==> src/rtl/instr_encoder.sv <==
// instr_encoder: packs decoded operation fields into 32-bit SimpleRISC words
// (immediate-modifier selection, PC-relative branch offset), 2-stage pipeline.
// Latency 2 cycles from input handshake to out_valid; 1 request/cycle throughput.
// Backpressure: in_ready is combinational from out_ready, so there is no bubble;
// with out_ready low, two requests fill the pipe and then in_ready drops.
//
// Ports:
//   clk, rst_n                      clock, async active-low reset
//   in_valid/in_ready               request handshake
//   in_opcode, in_is_branch, in_imm_mode, in_rd, in_rs1, in_rs2,
//   in_imm, in_pc, in_target        decoded request fields
//   out_valid/out_ready             encoded-word handshake
//   out_instr, out_err, out_err_code  encoded word and error status
//   instr_cnt, err_cnt              statistics counters
// Optional feature macro: ENC_STATS_EN builds the saturating counters;
// without it both counters are tied to zero.

module instr_encoder (
  input  logic        clk,
  input  logic        rst_n,
  input  logic        in_valid,
  output logic        in_ready,
  input  logic [4:0]  in_opcode,
  input  logic        in_is_branch,
  input  logic        in_imm_mode,
  input  logic [3:0]  in_rd,
  input  logic [3:0]  in_rs1,
  input  logic [3:0]  in_rs2,
  input  logic [31:0] in_imm,
  input  logic [31:0] in_pc,
  input  logic [31:0] in_target,
  output logic        out_valid,
  input  logic        out_ready,
  output logic [31:0] out_instr,
  output logic        out_err,
  output logic [1:0]  out_err_code,
  output logic [15:0] instr_cnt,
  output logic [15:0] err_cnt
);

  localparam logic [31:0] ENC_NOP     = 32'h6800_0000;
  localparam logic [1:0]  ERR_NONE    = 2'b00;
  localparam logic [1:0]  ERR_IMM     = 2'b01;
  localparam logic [1:0]  ERR_BRANCH  = 2'b10;

  // ---------------------------------------------------------------------------
  // Flow control
  // ---------------------------------------------------------------------------
  logic r_s1_vld;
  logic r_s2_vld;
  logic w_s2_adv;
  logic w_s1_adv;

  assign w_s2_adv = !r_s2_vld || out_ready;
  assign w_s1_adv = !r_s1_vld || w_s2_adv;
  assign in_ready = w_s1_adv;

  // ---------------------------------------------------------------------------
  // S1 classification (combinational on the incoming request)
  // ---------------------------------------------------------------------------
  logic        w_imm_sext;   // value fits as sign-extended 16 bits
  logic        w_imm_zext;   // value fits as zero-extended 16 bits
  logic        w_imm_high;   // value is a 16-bit quantity shifted up by 16
  logic [31:0] w_off;
  logic        w_off_ok;
  logic [1:0]  w_mod;
  logic [15:0] w_field;
  logic [1:0]  w_code;

  assign w_imm_sext = (&in_imm[31:15]) || !(|in_imm[31:15]);
  assign w_imm_zext = !(|in_imm[31:16]);
  assign w_imm_high = !(|in_imm[15:0]);

  // Decode adds the offset straight to pc, so no shift is applied here.
  assign w_off    = in_target - in_pc;
  assign w_off_ok = (&w_off[31:26]) || !(|w_off[31:26]);

  // Modifier priority matters: a value such as 0 matches every rule and must
  // take mod 00 so the encoding is canonical.
  always_comb begin
    w_mod   = 2'b00;
    w_field = in_imm[15:0];
    w_code  = ERR_NONE;
    if (in_is_branch) begin
      if (!w_off_ok) w_code = ERR_BRANCH;
    end else if (in_imm_mode) begin
      if (w_imm_sext) begin
        w_mod = 2'b00;
      end else if (w_imm_zext) begin
        w_mod = 2'b01;
      end else if (w_imm_high) begin
        w_mod   = 2'b10;
        w_field = in_imm[31:16];
      end else begin
        w_code = ERR_IMM;
      end
    end
  end

  // ---------------------------------------------------------------------------
  // S1 registers
  // ---------------------------------------------------------------------------
  logic [4:0]  r_s1_opcode;
  logic        r_s1_is_branch;
  logic        r_s1_imm_mode;
  logic [3:0]  r_s1_rd;
  logic [3:0]  r_s1_rs1;
  logic [3:0]  r_s1_rs2;
  logic [1:0]  r_s1_mod;
  logic [15:0] r_s1_field;
  logic [26:0] r_s1_off;
  logic [1:0]  r_s1_code;

  always_ff @(posedge clk or negedge rst_n) begin
    if (!rst_n) begin
      r_s1_vld       <= 1'b0;
      r_s1_opcode    <= '0;
      r_s1_is_branch <= 1'b0;
      r_s1_imm_mode  <= 1'b0;
      r_s1_rd        <= '0;
      r_s1_rs1       <= '0;
      r_s1_rs2       <= '0;
      r_s1_mod       <= '0;
      r_s1_field     <= '0;
      r_s1_off       <= '0;
      r_s1_code      <= ERR_NONE;
    end else if (w_s1_adv) begin
      r_s1_vld <= in_valid;
      if (in_valid) begin
        r_s1_opcode    <= in_opcode;
        r_s1_is_branch <= in_is_branch;
        r_s1_imm_mode  <= in_imm_mode;
        r_s1_rd        <= in_rd;
        r_s1_rs1       <= in_rs1;
        r_s1_rs2       <= in_rs2;
        r_s1_mod       <= w_mod;
        r_s1_field     <= w_field;
        r_s1_off       <= w_off[26:0];
        r_s1_code      <= w_code;
      end
    end
  end

  // ---------------------------------------------------------------------------
  // S2 assembly
  // ---------------------------------------------------------------------------
  logic [31:0] w_word;

  always_comb begin
    w_word = ENC_NOP;
    if (r_s1_code == ERR_NONE) begin
      if (r_s1_is_branch)
        w_word = {r_s1_opcode, r_s1_off};
      else if (r_s1_imm_mode)
        w_word = {r_s1_opcode, 1'b1, r_s1_rd, r_s1_rs1, r_s1_mod, r_s1_field};
      else
        w_word = {r_s1_opcode, 1'b0, r_s1_rd, r_s1_rs1, r_s1_rs2, 14'b0};
    end
  end

  logic [31:0] r_s2_instr;
  logic        r_s2_err;
  logic [1:0]  r_s2_code;

  // Output fields only reload when S2 advances, so they hold while stalled.
  always_ff @(posedge clk or negedge rst_n) begin
    if (!rst_n) begin
      r_s2_vld   <= 1'b0;
      r_s2_instr <= '0;
      r_s2_err   <= 1'b0;
      r_s2_code  <= ERR_NONE;
    end else if (w_s2_adv) begin
      r_s2_vld <= r_s1_vld;
      if (r_s1_vld) begin
        r_s2_instr <= w_word;
        r_s2_err   <= (r_s1_code != ERR_NONE);
        r_s2_code  <= r_s1_code;
      end
    end
  end

  assign out_valid    = r_s2_vld;
  assign out_instr    = r_s2_instr;
  assign out_err      = r_s2_err;
  assign out_err_code = r_s2_code;

  // ---------------------------------------------------------------------------
  // Statistics
  // ---------------------------------------------------------------------------
`ifdef ENC_STATS_EN
  logic        w_out_hs;
  logic [15:0] r_instr_cnt;
  logic [15:0] r_err_cnt;

  assign w_out_hs = r_s2_vld && out_ready;

  always_ff @(posedge clk or negedge rst_n) begin
    if (!rst_n) begin
      r_instr_cnt <= '0;
      r_err_cnt   <= '0;
    end else if (w_out_hs) begin
      if (r_instr_cnt != 16'hFFFF) r_instr_cnt <= r_instr_cnt + 16'd1;
      if (r_s2_err && (r_err_cnt != 16'hFFFF)) r_err_cnt <= r_err_cnt + 16'd1;
    end
  end

  assign instr_cnt = r_instr_cnt;
  assign err_cnt   = r_err_cnt;
`else
  assign instr_cnt = 16'd0;
  assign err_cnt   = 16'd0;
`endif

endmodule

==> config.mk <==
export PLATFORM = sky130hd
export DESIGN_NAME = instr_encoder
export DESIGN_NICKNAME = d
export VERILOG_FILES = /design/src/rtl/instr_encoder.sv
export SDC_FILE = /design/constraint.sdc
export NUM_CORES = 1
export LEC_CHECK = 0
export ABC_AREA = 1
export CAP_MARGIN = 10
export CORE_UTILIZATION = 35
export CTS_BUF_LIST = sky130_fd_sc_hd__clkbuf_4 sky130_fd_sc_hd__clkbuf_8
export DETAILED_ROUTE_END_ITERATION = 16
export GPL_ROUTABILITY_DRIVEN = 0
export GPL_TIMING_DRIVEN = 0
export SLEW_MARGIN = 20
export SYNTH_ARGS = -nofsm -noshare
export SYNTH_HDL_FRONTEND = slang
export SYNTH_SLANG_ARGS = --single-unit
==> constraint.sdc <==
create_clock -name clk -period 1.4 [get_ports clk]
set_input_delay 0.35 -clock clk [delete_from_list [all_inputs] [get_ports clk]]
set_output_delay 0.35 -clock clk [all_outputs]
set_load 0.1 [all_outputs]
Yosys cells after proc, flatten, opt, wreduce, memory -nomap -nowiden
Index checks and enable logic that the tools add are counted.
Widths: inputs -> output; s select.
{ "word_totals": {"ff_bits": 103, "input_bits": 119, "output_inout_bits": 69, "word_cells": 53} }
{ "classes": {"add_sub_neg": 1, "n_mux": 19, "reduce_logical": 18} }
{ "ops": {"columns": ["op", "n"], "rows": [
  ["$mux 16", 5],
  ["$mux 27", 2],
  ["$mux 32", 1],
  ["$reduce_or 16->1", 2],
  ["$sub 32x32->32", 1],
  ["$reduce_and 17->1", 1],
  ["$reduce_or 17->1", 1],
  ["$mux 2", 7],
  ["$reduce_and 6->1", 1],
  ["$reduce_or 6->1", 1],
  ["$logic_not 1->1", 4],
  ["$logic_or 1x1->1", 4],
  ["$mux 1", 4],
  ["$reduce_and 2->1", 2],
  ["$logic_not 2->1", 1],
  ["$reduce_bool 2->1", 1]
]} }

Logic depth before layout (Yosys ltp)
{ "depth": {"ltp_word": 6, "depth_mapped": 18} }

Least setup slack after synthesis
No wires, ideal clock.
{ "synth_path": {"path_type": "reg-to-reg", "start": "register r_s2_vld (netlist: out_valid)", "end": "register r_s1_code[0]", "setup_time_ps": 110, "arrival_time_ps": 3092, "t_required_ps": 1290, "setup_slack_ps": -1803, "stages_incl_launch_ff": 7, "synth_period_minus_slack_ps": 3203, "path_cell_list": "dfrtp_1 > nand3_1 > nand2_1 > clkbuf_1 > clkbuf_1 > nand2_1 > o41ai_1"} }
{ "synth_via": {"elab_chain_cells": 4} }
{ "synth_rtl": {"columns": ["element", "line_no", "text"], "rows": [
  ["start, declared", "50", "logic r_s2_vld;"],
  ["start signal, assigned", "173", "r_s2_vld <= r_s1_vld;"],
  ["$logic_not 1->1", "54", "assign w_s2_adv = !r_s2_vld || out_ready;"],
  ["$logic_or 1x1->1", "54", null],
  ["$logic_or 1x1->1", "55", "assign w_s1_adv = !r_s1_vld || w_s2_adv;"],
  ["named net in_ready", "22", "output logic in_ready,"],
  ["$reduce_and 2->1 (no line)", null, null],
  ["end signal, assigned", "139", "r_s1_code <= w_code;"],
  ["end, declared", "112", "logic [1:0] r_s1_code;"]
]} }
The timed path passes the listed nets, and every way through them passes these cells.
A chain may end at the register's enable or synchronous reset.

Worst setup path after layout
{ "layout_path": {"start": "input port in_target[0]", "end": "register r_s1_off[24]"} }
{ "layout_via": {"elab_chain_cells": 1} }
{ "layout_rtl": {"columns": ["element", "line_no", "text"], "rows": [
  ["start, declared", "31", "input logic [31:0] in_target,"],
  ["$sub 32x32->32", "75", "assign w_off = in_target - in_pc;"],
  ["end signal, assigned", "138", "r_s1_off <= w_off[26:0];"],
  ["end, declared", "111", "logic [26:0] r_s1_off;"]
]} }
No other way between the ends.

==> out/metrics.csv <==
stage,metric,value,unit
clock_network,clk sink count,103,
critical_path,"slowest stage delay, CP",430,ps
critical_path,startpoint types,input port,
critical_path,Setup Crit Path Kind,in -> reg,
critical_path,Max Fanout on Critical Path,4,
finish,synthesis-to-layout area growth,71.1,%
synthesis,"Warnings, synthesis",0,
placement,hpwl dp,16300,um
routing,post-route ant nets,0,
critical_path,Crit path max-delay family,simple AND/OR/NAND/NOR gates,
routing,routed vias,7537,
clock_network,worst-case clock buffer depth,2,
critical_path,"Buf+Inv Stages, Crit Path",4,
critical_path,"Arr. time, crit path",2180,ps
floorplan,Die H,144,um
power_and_ir_drop,total design power,13.4,mW
global_route,pin count of the biggest net entering global routing,80,
finish,Final Instance Area,12000,um^2
routing,WL/cell,15.8,um
clock_network,H-tree levels,3,
run_status,failing checks,setup timing,
floorplan,IO Pins,188,
critical_path,Crit-path slowest cell,fa_2,
timing,crit path time final,1860,ps
floorplan,die footprint,20600,um^2
routing,Post-Route WL,24600,um
synthesis,ys async rst share,1.00,
synthesis,"Top FF cell, synth",dfrtp_1,
critical_path,crit path cell chain,buf_8 -> inv_12 -> ha_4 -> inv_4 -> fa_2 -> nand3_2 -> nand3_4 -> nand3_2 -> nand3_4 -> buf_6 -> nand3_4 -> nand3_4 -> nand2_2 -> nand3_2 -> nand2_2 -> nand3_2 -> o21ai_1,
clock_network,Clock Latency Late Sink,380,ps
synthesis,Synth top area share,0.367,
timing,Final Hold Viols,0,
routing,Iter 0 DRT Violations,351,
critical_path,CP endpoint kind,register,
synthesis,mapped cell area,7020,um^2
critical_path,CP Data Required Time,1720,ps
worst_hold_path,Hold Crit Class,in -> reg,
global_route,GRT Total Usage,0.229,
synthesis,leading area contributor after synthesis,dfrtp_1,
placement,I/O Buffers,154,
power_and_ir_drop,worst vdd ir,0.529,mV
routing,DRC,0,
synthesis,Mapped Cells,1006,
timing,final setup violation count,24,
clock_network,CTS buffer count,9,
synthesis,"EDFF count, synth",0,
synthesis,"top cells by area, synth","dfrtp_1, nand2_1, inv_1, ha_1, o21ai_0",
placement,Post-DP Area,9400,um^2
timing,worst-case clock skew,13.9,ps
power_and_ir_drop,Leak,5.98,nW
timing,final hold slack,285,ps
global_route,antenna violations before repair,0,
clock_network,clock-pin slew on the worst setup and hold paths,110,ps
timing,worst setup margin,-459,ps
global_route,first-pass GRT wire length,36500,um
routing,vias per cell,4.83,
floorplan,FP Rows,51,
finish,number of diodes,0,
run,max cap viols,0,
timing,FMAX,538,MHz
run_status,status,"finished, violations left",
timing,fin crit share,1.33,
synthesis,Seq cells post-synth,103,
global_route,Overflow after GRT,0,
synthesis,Avg Inst Size Synth,6.98,um^2
clock_network,CTS tree,built,
clock_network,clock tree root buffer cell,clkbuf_8,
floorplan,initial core utilization,0.358,
timing,RSZ-0062 raised after global routing,yes,
finish,Layout Nets,1442,
routing,drt pass-1 iters,4,
finish,fraction of layout cells with a size suffix above 1,0.468,
power_and_ir_drop,Power Density,1120,nW/um^2
placement,pre-CTS setup slack,-1410,ps
timing,fin. max-slew vios,0,
synthesis,register area share after synthesis,0.367,
global_route,vias in the first global route,7255,
floorplan,Core Area,19600,um^2
synthesis,"Distinct cells, synth",40,
floorplan,Die Wd,144,um
flip-flops by register name, summed over array words and instances (netlist names), 2 cells and up:
register      cells
out_instr        32
r_s1_off         27
r_s1_field       16
r_s1_opcode       5
r_s1_rd           4
r_s1_rs1          4
r_s1_rs2          4
out_err_code      2
r_s1_code         2
r_s1_mod          2
synth_stat cells, types with 2 or more instances:
cell type and n:
nor4_1 6, xnor2_1 16, buf_2 2, a31oi_1 12
inv_1 153, nand3_1 37, clkbuf_1 21, nor3_1 3
mux2i_1 7, o2bb2ai_1 3, dfrtp_1 103, nor2_1 59
ha_1 31, o21bai_1 2, xor2_1 7, buf_4 32
a22oi_1 14, nor4_4 4, o22a_1 3, clkinv_1 2
nand4_1 6, o21ai_1 4, a21oi_1 34, nand2_1 359
o21ai_0 71
cells in the final DEF (no fill, tap or decap), drive strengths merged, types with 2 or more instances in the layout:
| cell | Yosys | layout |
|---|---|---|
| nand2 | 360 | 360 |
| buf | 36 | 207 |
| inv | 153 | 155 |
| dfrtp | 103 | 103 |
| o21ai | 75 | 75 |
| nor2 | 59 | 59 |
| nand3 | 37 | 37 |
| clkbuf | 21 | 36 |
| a21oi | 34 | 34 |
| conb | 1 | 32 |
| ha | 31 | 31 |
| clkdlybuf4s50 | 0 | 23 |
| dlygate4sd2 | 0 | 22 |
| xnor2 | 16 | 16 |
| a22oi | 14 | 14 |
| a31oi | 12 | 12 |
| clkdlybuf4s15 | 0 | 11 |
| nor4 | 10 | 10 |
| dlymetal6s2s | 0 | 8 |
| xor2 | 7 | 7 |
| mux2i | 7 | 7 |
| nand4 | 7 | 7 |
| clkinvlp | 0 | 4 |
| nor3 | 4 | 4 |
| o22a | 3 | 3 |
| o2bb2ai | 3 | 3 |
| clkinv | 2 | 3 |
| o21bai | 2 | 2 |
path summary, 6_finish.rpt:
kind                                   start       endpoint  slack (ps)  cells after the start
worst max-delay path            in_target[0]   r_s1_off[24]        -460                     17
worst min-delay path               in_imm[7]  r_s1_field[7]         280                      3
worst max register to register     out_valid   r_s1_code[0]         -60                      5
worst min register to register    r_s1_rd[2]     r_s1_rd[2]         480                      2
max in group asynchronous              rst_n  out_instr[16]         330                      3
min in group asynchronous              rst_n   out_instr[2]         390                      2
worst min-delay path: cells and delay by family:
kind,cells,cell delay (ps)
compound gates,2,190
buf+inv,1,80
per-layer routing:
| metal | up-vias | part of all wire | global-route usage |
|---|---|---|---|
| met1 | 3555 | 0.42 | 0.287 |
| met3 | 62 | 0.040 | 0.0287 |
| met2 | 234 | 0.51 | 0.399 |
| met4 | 0 | 0.030 | 0.0868 |
| met5 | - | 0 | 0 |
| li1 | 3686 | - | - |
layout make-up:
class                           instances  area [um^2]
Multi-Input combinational cell        722         5370
Sequential cell                       103         2580
Clock buffer                            9          124
Inverter                              155          648
Fill cell                            1713         7580
Timing Repair Buffer                  242         2370
Clock inverter                          7         80.1
Buffer                                 57          502
Timing Repair inverter                  1         5.00
Tap cell                              265          332
cells by family (layout without fill, tap and decap cells):
group                      count (synthesis)  count (layout)  synth area share
and+or+nand+nor                          479             479             0.284
buffers and inverters                    212             471             0.132
AOI/OAI and AO/OA                        149             149             0.120
DFF                                      103             103             0.367
adders and majority gates                 32              32            0.0581
xor gates and xnor gates                  23              23            0.0287
muxes                                      7               7           0.00998
other                                      1              32          0.000534
where the power goes:
group	leakage (nW)	switching [mW]	total, mW	internal (mW)
sequential	1.28	0.483	4.08	3.60
combinational	4.60	4.82	7.40	2.57
clock	0.0964	1.11	1.96	0.846
what timing repair did:
action / 4_1_cts / 5_1_grt
cloned: 0 / 2
setup endpoints to repair: 109 / 110
buffers inserted: 61 / 29
hold buffers: 1 / 0
pin swaps: 191 / 115
hold endpoints to repair: 24 / 0
resized for setup: 862 / 174
metrics by stage:
| step | TNS, ps | util | instances |
|---|---|---|---|
| finish | -5040 | 0.613 | 1561 |
| global route | -6600 | 0.613 | 1561 |
| CTS | -3210 | 0.577 | 1535 |
| detailed placement | -75290 | 0.480 | 1457 |
| global placement | -491710 | 0.478 | 1456 |
| floorplan | -22380 | - | 1037 |
Note: power is estimated with default switching activity, not from simulation.
